File: config.mk
export PLATFORM = sky130hd
export DESIGN_NAME = gray_rx_decoder
export DESIGN_NICKNAME = d
export VERILOG_FILES = /design/src/rtl/gray_pkg.sv /design/src/rtl/gray_to_bin.sv /design/src/rtl/gray_rx_decoder.sv
export SDC_FILE = /design/constraint.sdc
export NUM_CORES = 1
export LEC_CHECK = 0
export ABC_AREA = 1
export BUFFER_PORTS_ARGS = -buffer_cell sky130_fd_sc_hd__clkbuf_2
export CORE_MARGIN = 2
export CORE_UTILIZATION = 30
export CTS_CLUSTER_DIAMETER = 40
export DETAILED_ROUTE_END_ITERATION = 16
export GPL_TIMING_DRIVEN = 0
export SYNTH_ARGS = -nofsm -noshare
export SYNTH_HDL_FRONTEND = slang
export SYNTH_SLANG_ARGS = --single-unit
File: constraint.sdc
create_clock -name clk -period 3 [get_ports clk]
set_input_delay 0.3 -clock clk [delete_from_list [all_inputs] [get_ports clk]]
set_output_delay 0.3 -clock clk [all_outputs]
set_load 0.1 [all_outputs]
File: src/rtl/gray_pkg.sv
// Shared definitions for the gray-code receive blocks: FSM state encoding,
// default count width and a reference gray-to-binary conversion.
package gray_pkg;

  localparam int GRAY_WIDTH = 4;

  typedef enum logic [1:0] {
    UNLOCKED = 2'd0,
    LOCKED   = 2'd1,
    FAULT    = 2'd2
  } gray_state_t;

  // Binary bit i is the XOR of all gray bits at and above i.
  function automatic logic [GRAY_WIDTH-1:0] gray2bin(input logic [GRAY_WIDTH-1:0] g);
    logic [GRAY_WIDTH-1:0] b;
    b = g;
    for (int i = GRAY_WIDTH - 2; i >= 0; i--) begin
      b[i] = b[i+1] ^ g[i];
    end
    return b;
  endfunction

endpackage

File: src/rtl/gray_to_bin.sv
// Combinational gray-to-binary converter of arbitrary width.
module gray_to_bin #(
  parameter int WIDTH = 4
) (
  input  logic [WIDTH-1:0] gray,
  output logic [WIDTH-1:0] bin
);

  // Prefix XOR running from the MSB down.
  always_comb begin
    bin = gray;
    for (int i = WIDTH - 2; i >= 0; i--) begin
      bin[i] = bin[i+1] ^ gray[i];
    end
  end

endmodule

File: src/rtl/gray_rx_decoder.sv
// Receives a gray-coded count stream, converts it to binary and classifies
// each step as stall, +1 (with wrap) or illegal, with a saturating error count.
module gray_rx_decoder
  import gray_pkg::*;
#(
  parameter int WIDTH = GRAY_WIDTH,
  parameter int ERRW  = 8
) (
  input  logic             clk,
  input  logic             reset,
  input  logic [WIDTH-1:0] gray_in,
  input  logic             gray_valid,
  input  logic             clear_err,
  output logic [WIDTH-1:0] bin_out,
  output logic             bin_valid,
  output logic             step_ok,
  output logic             wrap,
  output logic             stall,
  output logic             step_err,
  output logic             locked,
  output logic [ERRW-1:0]  err_count
);

  gray_state_t      state_r;
  logic [WIDTH-1:0] prev_bin_r;
  logic [WIDTH-1:0] new_bin_s;
  logic [WIDTH-1:0] delta_s;

  gray_to_bin #(.WIDTH(WIDTH)) u_conv (
    .gray (gray_in),
    .bin  (new_bin_s)
  );

  // Modular difference; wraps naturally at WIDTH bits.
  assign delta_s = new_bin_s - prev_bin_r;

  // Lock/classify FSM with registered pulses, level and error counter.
  always_ff @(posedge clk or negedge reset) begin
    if (!reset) begin
      state_r    <= UNLOCKED;
      prev_bin_r <= {WIDTH{1'b0}};
      bin_out    <= {WIDTH{1'b0}};
      bin_valid  <= 1'b0;
      step_ok    <= 1'b0;
      wrap       <= 1'b0;
      stall      <= 1'b0;
      step_err   <= 1'b0;
      locked     <= 1'b0;
      err_count  <= {ERRW{1'b0}};
    end else begin
      bin_valid <= 1'b0;
      step_ok   <= 1'b0;
      wrap      <= 1'b0;
      stall     <= 1'b0;
      step_err  <= 1'b0;
      if (gray_valid) begin
        bin_out    <= new_bin_s;
        prev_bin_r <= new_bin_s;
        bin_valid  <= 1'b1;
      end else begin
        prev_bin_r <= prev_bin_r;
      end
      if (clear_err) begin
        // A sample arriving with the clear becomes the new lock point.
        err_count <= {ERRW{1'b0}};
        state_r   <= gray_valid ? LOCKED : UNLOCKED;
        locked    <= gray_valid;
      end else if (gray_valid) begin
        case (state_r)
          UNLOCKED: begin
            state_r <= LOCKED;
            locked  <= 1'b1;
          end
          LOCKED: begin
            if (delta_s == {WIDTH{1'b0}}) begin
              stall <= 1'b1;
            end else if (delta_s == WIDTH'(1)) begin
              step_ok <= 1'b1;
              wrap    <= (prev_bin_r == {WIDTH{1'b1}});
            end else begin
              step_err <= 1'b1;
              state_r  <= FAULT;
              locked   <= 1'b0;
              if (err_count != {ERRW{1'b1}}) begin
                err_count <= err_count + ERRW'(1);
              end else begin
                err_count <= err_count;
              end
            end
          end
          FAULT: begin
            state_r <= FAULT;
            locked  <= 1'b0;
          end
          default: begin
            state_r <= UNLOCKED;
            locked  <= 1'b0;
          end
        endcase
      end else begin
        state_r <= state_r;
      end
    end
  end

endmodule
## Word-level counts from Yosys, hierarchy flattened

Index checks and enable logic that the tools add are counted.

| word-level totals | value |
|---|---|
| word-level logic and storage cells | 67 |
| flip-flop bits (word level) | 20 |
| output and inout port bits | 18 |
| input bits | 8 |

| cells by class | value |
|---|---|
| equal/unequal tests | 9 |
| add/sub/neg operators | 2 |
| reductions and logical operators | 7 |
| bitwise gates (word level) | 3 |
| muxes and demuxes | 37 |

Operators with widths:

| kind | number |
|---|---|
| 8-bit 2-to-1 mux | 6 |
| 1-bit 2-to-1 mux | 25 |
| 8-bit by 1-bit adder with 8-bit output (second input constant) | 1 |
| 2-bit 2-to-1 mux | 4 |
| 8-bit inequality test (second input constant) | 1 |
| 3-bit inequality test (second input constant) | 2 |
| 2-bit one-hot mux with 3 select lines | 1 |
| 2-bit nonzero test | 3 |
| 5-bit AND reduction | 1 |
| 4-bit by 1-bit equality test with 1-bit output (second input constant) | 1 |
| 4-bit equality test (second input constant) | 1 |
| 4-bit logical NOT | 1 |
| 2-bit inequality test (second input constant) | 2 |
| 4-bit subtractor | 1 |
| 3-bit AND reduction | 1 |
| 1-bit XOR | 3 |
| 2-bit by 1-bit equality test with 1-bit output (second input constant) | 1 |
| 2-bit equality test (second input constant) | 1 |
| 2-bit logical NOT | 1 |
| 1-bit one-hot mux with 2 select lines | 1 |

## Longest topological paths before layout

Gate-level depths: netlist of run 1.

| depth | value |
|---|---|
| depth in word-level cells | 10 |
| mapped depth | 17 |
| gate-level depth less buffers | 17 |

## By module

From an unflattened synthesis of run 1, not the netlist that was laid out.

| unflattened totals | value |
|---|---|
| cells, all modules | 166 |
| area, all modules | 1243.7 µm² |

By module, submodules not included:

| module | times used | sequential area each (µm²) | cells an instance | area each (µm²) |
|---|---|---|---|---|
| gray_rx_decoder | 1 | 475.5 | 148 | 1149.9 |
| gray_to_bin | 1 | 0.0 | 18 | 93.8 |

## Worst setup path before layout of run 1

Ideal clock, no wire load.

| timing path | value |
|---|---|
| kind | flip-flop to flip-flop |
| start point | reg prev_bin_r[0] |
| end point | reg err_count[2] |
| data arrival time | 2.198 ns |
| path buffers | 1 |
| clock period less this slack | 2.322 ns |
| library setup time | 0.124 ns |
| data required time | 2.876 ns |
| cell stages (with the launch flop) | 9 |
| slack | 0.678 ns |
| cell sequence | dfrtp_1 ha_1 fa_1 nand2_1 nor2_1 nand2_4 buf_6 nand4_1 nand2_1 |

| on the way | value |
|---|---|
| word-level cells in the longest chain between the ends | 4 |
| elaborated cells between the ends (all ways) | 6 |
| those cells by class | add/sub (1); eq/ne (3); reduce/logical (2) |

Ends and longest elaborated chain:

| item | RTL line | source |
|---|---|---|
| from (decl) | gray_rx_decoder.sv:25 | `logic [WIDTH-1:0] prev_bin_r;` |
| from (signal assigned) | gray_rx_decoder.sv:41 | `prev_bin_r <= {WIDTH{1'b0}};` |
| from (signal assigned) | gray_rx_decoder.sv:58 | `prev_bin_r <= new_bin_s;` |
| from (signal assigned) | gray_rx_decoder.sv:61 | `prev_bin_r <= prev_bin_r;` |
| 4-bit subtractor (*) | gray_rx_decoder.sv:35 | `assign delta_s = new_bin_s - prev_bin_r;` |
| 4-bit by 1-bit equality test with 1-bit output or 4-bit logical NOT (tied branches) | gray_rx_decoder.sv:77, gray_rx_decoder.sv:75 |  |
| 2-bit inequality test (no source line) | - |  |
| 5-bit AND reduction (no source line) (*) | - |  |
| to (signal assigned) | gray_rx_decoder.sv:49 | `err_count <= {ERRW{1'b0}};` |
| to (signal assigned) | gray_rx_decoder.sv:85 | `err_count <= err_count + ERRW'(1);` |
| to (signal assigned) | gray_rx_decoder.sv:87 | `err_count <= err_count;` |
| to (decl) | gray_rx_decoder.sv:21 | `output logic [ERRW-1:0] err_count` |

Mark *: on every way between the ends. The rest lies on a longest branch, timed or not.
A chain may end at the register's enable or synchronous reset.

## Worst setup path after layout of run 1

| timing path | value |
|---|---|
| start point | in gray_in[3] |
| end point | reg err_count[4] |

| on the way | value |
|---|---|
| word-level cells in the longest chain between the ends | 7 |
| elaborated cells between the ends (all ways) | 9 |
| those cells by class | add/sub (1); eq/ne (3); bitwise (3); reduce/logical (2) |

Ends and longest elaborated chain:

| item | RTL line | source |
|---|---|---|
| from (decl) | gray_rx_decoder.sv:11 | `input logic [WIDTH-1:0] gray_in,` |
| 1-bit XOR (3 in series) | gray_to_bin.sv:13 | `bin[i] = bin[i+1] ^ gray[i];` |
| 4-bit subtractor (*) | gray_rx_decoder.sv:35 |  |
| 4-bit by 1-bit equality test with 1-bit output or 4-bit logical NOT (tied branches) | gray_rx_decoder.sv:77, gray_rx_decoder.sv:75 |  |
| 2-bit inequality test (no source line) | - |  |
| 5-bit AND reduction (no source line) (*) | - |  |

Marks and branches as above.

==> results.yml, run 1 <==
status:
  status: "finished with violations"
  violations: "negative hold slack"
place:
  gp_congestion: 0.801
  port-buffer-count: 25
  hpwlAfterDp_um: 1850
  placed_cell_area_um2: 1380
synthesis:
  yosys.area.top_type: "dfrtp_1"
  synth_warnings: 0
  synth_cell_types: 21
  syn-cell-area_um2: 1190
  avgSynthCellArea_um2: 7.45
  synth_xor_area_share_pct: 3.67
  netlist_instances: 160
  syn_nets: 175
  synth-async-reset-ratio_pct: 100
  synth_fa_ha_area_share_pct: 7.97
  synth_simple_gate_area_share_pct: 36.0
  synth_common_cells: "46 x nand2_1, 23 x inv_1, 19 x dfrtp_1, 16 x nand3_1, 12 x nor2_1"
  synth_top_family_by_area: "simple AND/OR/NAND/NOR gates"
  synth_area_leaders: "dfrtp_1 40%, nand2_1 14%, inv_1 7.2%, nand3_1 6.7%, ha_1 6.3%"
  synth.top_cell.area_share_pct: 39.9
  ys_seq_elements: 19
  synth_compound_area_share_pct: 1.68
  ys_seq_area_share_pct: 39.9
  synth_edf_count: 0
  ys.flop_type: "dfrtp_1"
  synthMostInstantiatedCell: "nand2_1"
  yosys-mux-area-fraction_pct: 0
clock_tree:
  postCtsResizedCells: 0
  cts_setup_buffers: 0
  clk_pin_slew_worst_paths_ns: 0.07
  root_buffer: "clkbuf_8"
  clk_latency_ns: 0.25
  numCtsBuffers: 3
  cts_sinks: 19
  cts_buffer_depth: 2
  cts_tree: "built"
  hold_buffers: 0
  htreeDepth: 1
timing:
  period_minus_slack_ns: 2.24
  finalHoldViolCount: 19
  final_max_slew_viol_count: 0
  finalSetupTns_ns: 0
  finalCritPeriodShare_pct: 74.6
  setup_violations: 0
  slew_headroom_pct: 64.0
  worst_pin_slew_ns: 0.543
  hold_slack_ns: -0.00773
  fin_worst_skew_ns: 0.000887
  fmax_mhz: 447
  rsz0062_at_grt: "false"
grt:
  grt-ovfl-total: 0
  grt_max_degree: 20
  busiest_layer: "met2"
  use_met3_pct: 2.20
  track_usage_pct: 13.2
  use_met1_pct: 18.2
  use_met2_pct: 20.2
  grt_pass1_vias: 952
  grt_first_pass_wirelength_um: 4450
  antenna_found_initial: 0
floorplanning:
  core_area_um2: 3740
  die_w_um: 67.0
  dieArea_um2: 4500
  rows: 22
  die_h_um: 67.0
  io_pins: 26
  start_util_pct: 31.9
drt:
  avgRoutedWirePerCell_um: 10.3
  drc_errors: 0
  drt_iter0_markers: 30
  ant_nets: 0
  routed_wl_um: 2450
  route.vias.total: 1040
  via_per_inst: 4.39
  drt_pass1_iterations: 4
critical_path:
  crit_top_cell: "nand2_1"
  r2r_start: "prev_bin_r[0]$_DFFE_PN0P_"
  path_max_fanout: 10
  crit_path_start_kind: "input pin"
  arrival_ns: 2.39
  worstPathCellList: "clkbuf_2 > xnor2_1 > nand2_1 > nand2_2 > nand2_1 > nand2_2 > inv_1 > ha_1 > fa_1 > nand2_1 > nor2_1 > nand2_4 > buf_6 > nand4_1 > nand2_1"
  critPathRequiredTime_ns: 3.15
  crit_path_start: "gray_in[3]"
  cp_slowest_stage_delay_ns: 0.48
  worstSetupPathType: "in -> reg"
  slowest_stage: "fa_1"
  crit_path_end_kind: "flop"
worst_hold_path:
  hold_class: "in -> async"
pwr:
  p_per_area_nw_per_um2: 519
  power_mw: 0.738
  leakage_nw: 0.841
  ir_drop_mv: 0.219
layout:
  n_fill_cell: 419
  area.growth.synth_to_final_pct: 19.3
  final_layout_size_suffix_gt1_share_pct: 24.3
  fin_area_um2: 1420
  diodes: 0
  num-nets-final: 205
job:
  drv_cap: 0
==> routing by layer <==
metal	part of all wire, %	wire length [um]
met5	0	0
met4	1.3	31
met3	3.0	74
met2	46	1120
met1	50	1230
==> worst max-delay path, delay by kind of cell <==
kind	cells	cell delay (ns)
buffers and inverters	3	0.31
and+or+nand+nor	9	0.88
xor gates and xnor gates	1	0.20
adders and majority gates	2	0.68
==> power by group <==
part	switching [mW]	internal, mW
Clock	0.0848	0.0943
Combinational	0.209	0.0634
Sequential	0.0157	0.272
Total	0.309	0.429
==> stage by stage <==
| step | hold WS, ns | worst slack, ns | cells | utilization (%) |
|---|---|---|---|---|
| 2_1_floorplan | 0.00441 | 0.678 | 160 | - |
| 3_3_place_gp | 0.284 | 0.533 | 233 | 36.8 |
| 3_5_place_dp | 0.289 | 0.520 | 233 | 36.8 |
| 4_1_cts | 0.00727 | 0.779 | 237 | 38.0 |
| 5_1_grt | 0.0214 | 0.516 | 237 | 38.0 |
| 6_report | -0.00773 | 0.761 | 237 | 38.0 |
==> kinds of logic (layout without fill, tap and decap cells) <==
kind of cell	after synthesis	count (layout)
buffers and inverters	32	61
xor gates and xnor gates	5	5
AOI/OAI and AO/OA	4	4
DFF	19	19
adders and majority gates	7	7
and+or+nand+nor	93	93
==> registers in the layout, summed over array words and instances, names as in the netlist <==
register / flops
prev_bin_r: 4
err_count: 8
bin_valid: 1
step_ok: 1
step_err: 1
stall: 1
wrap: 1
state_r: 2
==> area by class of cell <==
class                           instances  area [um2]  share of cell area (%)
Buffer                                  2        16.3                    1.14
Tap cell                               48        60.1                    4.22
Inverter                               30         113                    7.92
Sequential cell                        19         475                    33.4
Timing Repair Buffer                   25         125                    8.80
Clock buffer                            4        45.0                    3.17
Multi-Input combinational cell        109         588                    41.3
==> worst paths after layout <==
path                                             endpoint  slack [ns]  cells after the start
worst max-delay path             err_count[4]$_DFFE_PN0P_        0.76                     15
worst min-delay path             err_count[6]$_DFFE_PN0P_      -0.008                      1
worst max register to register   err_count[4]$_DFFE_PN0P_        1.08                      8
worst min register to register     state_r[1]$_DFFE_PN0P_        0.47                      2
max in group asynchronous       prev_bin_r[0]$_DFFE_PN0P_        2.68                      1
min in group clk                      bin_valid$_DFF_PN0_        0.27                      1
==> layout by cell type, fill, tap and decap left out, drive strengths merged <==
cell type,synthesis,routed
a21oi,1,1
buf,2,2
clkbuf,0,29
dfrtp,19,19
fa,1,1
ha,6,6
inv,30,30
nand2,52,52
nand3,16,16
nand4,9,9
nor2,14,14
nor3,2,2
o21ai,3,3
xnor2,1,1
xor2,4,4
(Power assumes the default switching activity.)
==> run 2, diff against run 1 <==
--- a/config.mk
+++ b/config.mk
@@ -5,7 +5,7 @@
 export SDC_FILE = /design/constraint.sdc
 export NUM_CORES = 1
 export LEC_CHECK = 0
-export ABC_AREA = 1
+export ABC_AREA = 0
 export BUFFER_PORTS_ARGS = -buffer_cell sky130_fd_sc_hd__clkbuf_2
 export CORE_MARGIN = 2
 export CORE_UTILIZATION = 30
==> constraint.sdc (replaced) <==
create_clock -name clk -period 2 [get_ports clk]
set_input_delay 0.2 -clock clk [delete_from_list [all_inputs] [get_ports clk]]
set_output_delay 0.2 -clock clk [all_outputs]
set_load 0.1 [all_outputs]
==> results.yml, run 2 <==
layout:
  top_regs: "err_count: 8 flops, prev_bin_r: 4 flops, state_r: 2 flops"
  final_layout_size_suffix_gt1_share_pct: 55.3
  largest_reg_flops: 8
  n_fill_cell: 345
  mostFrequentLayoutCells: "24 x clkbuf_2, 15 x buf_4, 13 x dfrtp_1, 8 x nor2_1"
  top_register: "err_count"
  num-nets-final: 168
  diodes: 0
  layout_commonest_cell: "clkbuf_2"
  utilization_pct: 47.9
  area.growth.synth_to_final_pct: 49.2
pwr:
  p_clk_share_pct: 16.0
  intPower_mw: 0.744
  p_per_area_nw_per_um2: 788
  p_sw_share_pct: 42.2
  leakage_nw: 0.739
  power.net_switching_mw: 0.544
  seqPwrFrac_pct: 34.4
  ir_drop_mv: 0.493
  comb_power_share_pct: 49.6
synthesis:
  synth_edf_count: 0
  ys_seq_elements: 19
  ys.flop_type: "dfrtp_1"
  avgSynthCellArea_um2: 10.3
  synth_common_cells: "19 x dfrtp_1, 8 x nor2_1, 6 x ha_1, 6 x inv_1, 6 x nand2_1"
  synth-async-reset-ratio_pct: 100
  netlist_instances: 106
  ys_seq_area_share_pct: 43.4
  synthMostInstantiatedCell: "dfrtp_1"
  synth_warnings: 0
  synth_cell_types: 39
  syn-cell-area_um2: 1100
  yosys.area.top_type: "dfrtp_1"
  synth_area_leaders: "dfrtp_1 43%, ha_1 6.8%, mux2_2 4.1%, xnor2_1 3.2%, nand2b_1 2.9%"
  synth.top_cell.area_share_pct: 43.4
  syn_nets: 121
grt:
  grt_first_pass_wirelength_um: 4510
  grt_max_degree: 20
  grt-ovfl-total: 0
  track_usage_pct: 14.0
  grt_pass1_vias: 984
  antenna_found_initial: 0
timing:
  final_max_slew_viol_count: 0
  finalSetupTns_ns: -1.15
  period_minus_slack_ns: 2.13
  worst_pin_slew_ns: 0.550
  setup_ws_ns: -0.135
  slew_headroom_pct: 63.5
  finalCritPeriodShare_pct: 107
  finalHoldViolCount: 0
  setup_violations: 13
  fin_worst_skew_ns: 0.00764
  fmax_mhz: 468
  rsz0062_at_grt: "true"
drt:
  routed_wl_um: 2590
  drc_errors: 0
  ant_nets: 0
  via_per_inst: 4.79
  avgRoutedWirePerCell_um: 13.1
  drt_iter0_markers: 16
  route.vias.total: 949
  drt_pass1_iterations: 4
clock_tree:
  htreeDepth: 1
  cts_tree: "built"
  clk_pin_slew_worst_paths_ns: 0.12
  cts_buffer_depth: 2
  numCtsBuffers: 3
  cts_sinks: 19
  root_buffer: "clkbuf_4"
  clk_latency_ns: 0.31
job:
  drv_cap: 0
critical_path:
  worstPathCellList: "inv_4 > ha_4 > and3b_1 > or3_4 > a21oi_4 > buf_6 > a21boi_2 > o32ai_2"
  path_max_fanout: 7
  cp_slowest_stage_delay_ns: 0.51
  worst_r2r_endpoint: "state_r[0]$_DFFE_PN0P_"
  slowest_stage: "dfrtp_4"
  cp.depth: 8
  cp_top_family: "simple AND/OR/NAND/NOR gates"
  crit_path_end_kind: "flop"
  critPathRequiredTime_ns: 2.21
  r2r_cells: 8
  crit_path_start: "prev_bin_r[2]$_DFFE_PN0P_"
  worstSetupPathType: "reg -> reg"
  critPathCapture: "state_r[0]$_DFFE_PN0P_"
  path_buf_inv: 2
  arrival_ns: 2.35
  r2r_start: "prev_bin_r[2]$_DFFE_PN0P_"
  r2r_setup_slack_ns: -0.13
  crit_path_start_kind: "flop"
floorplanning:
  rows: 21
  start_util_pct: 32.1
  die_h_um: 64.4
  core_area_um2: 3420
  io_pins: 26
  die_w_um: 64.4
  dieArea_um2: 4150
place:
  gp_congestion: 0.786
  port-buffer-count: 25
  hpwlAfterDp_um: 1720
  dp_slack_ns: -0.630
worst_hold_path:
  hold_class: "in -> reg"
status:
  status: "finished with violations"
  violations: "negative setup slack"
## run 2: changes by cell type after synthesis, sizes merged, moves of 3 or more
cell    delta
nand2     -46
nand4      -8
xnor2      +3
inv       -24
nor2b      +3
mux2       +4
nor2       -6
nand3     -13
a21oi      +5
nand2b     +5
xor2       -3
## run 2: area by class of cell
type	instances	area [um2]	area share, %
plain buffers	4	26.3	1.61
clock buffers	3	22.5	1.38
clock inverters	1	5.00	0.306
inverters	6	25.0	1.53
multi-input cells	77	716	43.8
flip-flops and latches	19	493	30.1
well taps	46	57.6	3.52
repair buffers	42	290	17.8
## run 2: logic make-up after synthesis
family	Yosys count	synth area share (%)
multiplexers	6	5.94
AND/OR/NAND/NOR	42	23.3
XOR/XNOR	5	4.00
buffers and inverters	10	4.45
flip-flops	19	43.4
AO/OA/AOI/OAI	17	10.3
adder cells (fa/ha/maj)	7	8.68
## run 2: worst min-delay path by stage
stage                          start                        end  slack (ns)  cells after the start
after CTS                 gray_in[3]  prev_bin_r[3]$_DFFE_PN0P_        0.15                      2
after detailed placement       reset   err_count[2]$_DFFE_PN0P_        0.19                      1
after floorplan                reset        bin_valid$_DFF_PN0_        -0.1                      0
after global routing      gray_in[3]  prev_bin_r[3]$_DFFE_PN0P_        0.15                      2
after global placement         reset   err_count[2]$_DFFE_PN0P_        0.19                      1
final                     gray_in[3]  prev_bin_r[3]$_DFFE_PN0P_        0.17                      2
## run 2: power groups by stage
stage,logic (mW),registers (mW),clock network (mW)
after floorplan,0.237,0.625,0
after global placement,0.490,0.455,0
after detailed placement,0.504,0.456,0
after CTS,0.619,0.443,0.221
after global routing,0.686,0.449,0.236
final,0.639,0.443,0.207
## run 2: stage by stage
step | total power, mW | hold slack [ns] | instances | instance area (um2)
final | 1.29 | 0.168 | 198 | 1640
after floorplan | 0.862 | -0.0956 | 106 | 1200
after global placement | 0.944 | 0.190 | 177 | 1380
after CTS | 1.28 | 0.153 | 194 | 1590
after detailed placement | 0.960 | 0.190 | 177 | 1380
after global routing | 1.37 | 0.153 | 198 | 1640
## run 2: routing by layer
layer | vias to the layer above | routed length, um | track usage, %
met4 | 0 | 15 | 3.19
met2 | 20 | 1330 | 25.5
met1 | 467 | 1120 | 16.5
li1 | 460 | - | -
met5 | - | 0 | 0
met3 | 2 | 122 | 3.47
## run 2: what timing repair did
item	CTS	global route
endpoints found under the hold margin	20	0
hold buffers	2	0
setup endpoints to repair	14	13
buffers inserted	11	4
resized for setup	11	3
pin swaps	15	2
## run 2: worst reg2reg max path, cell delays in order, from the launching register on
cell      delay (ns)
dfrtp_4         0.51
inv_4           0.07
ha_4            0.19
and3b_1         0.17
or3_4           0.39
a21oi_4         0.22
buf_6           0.17
a21boi_2        0.08
o32ai_2         0.24
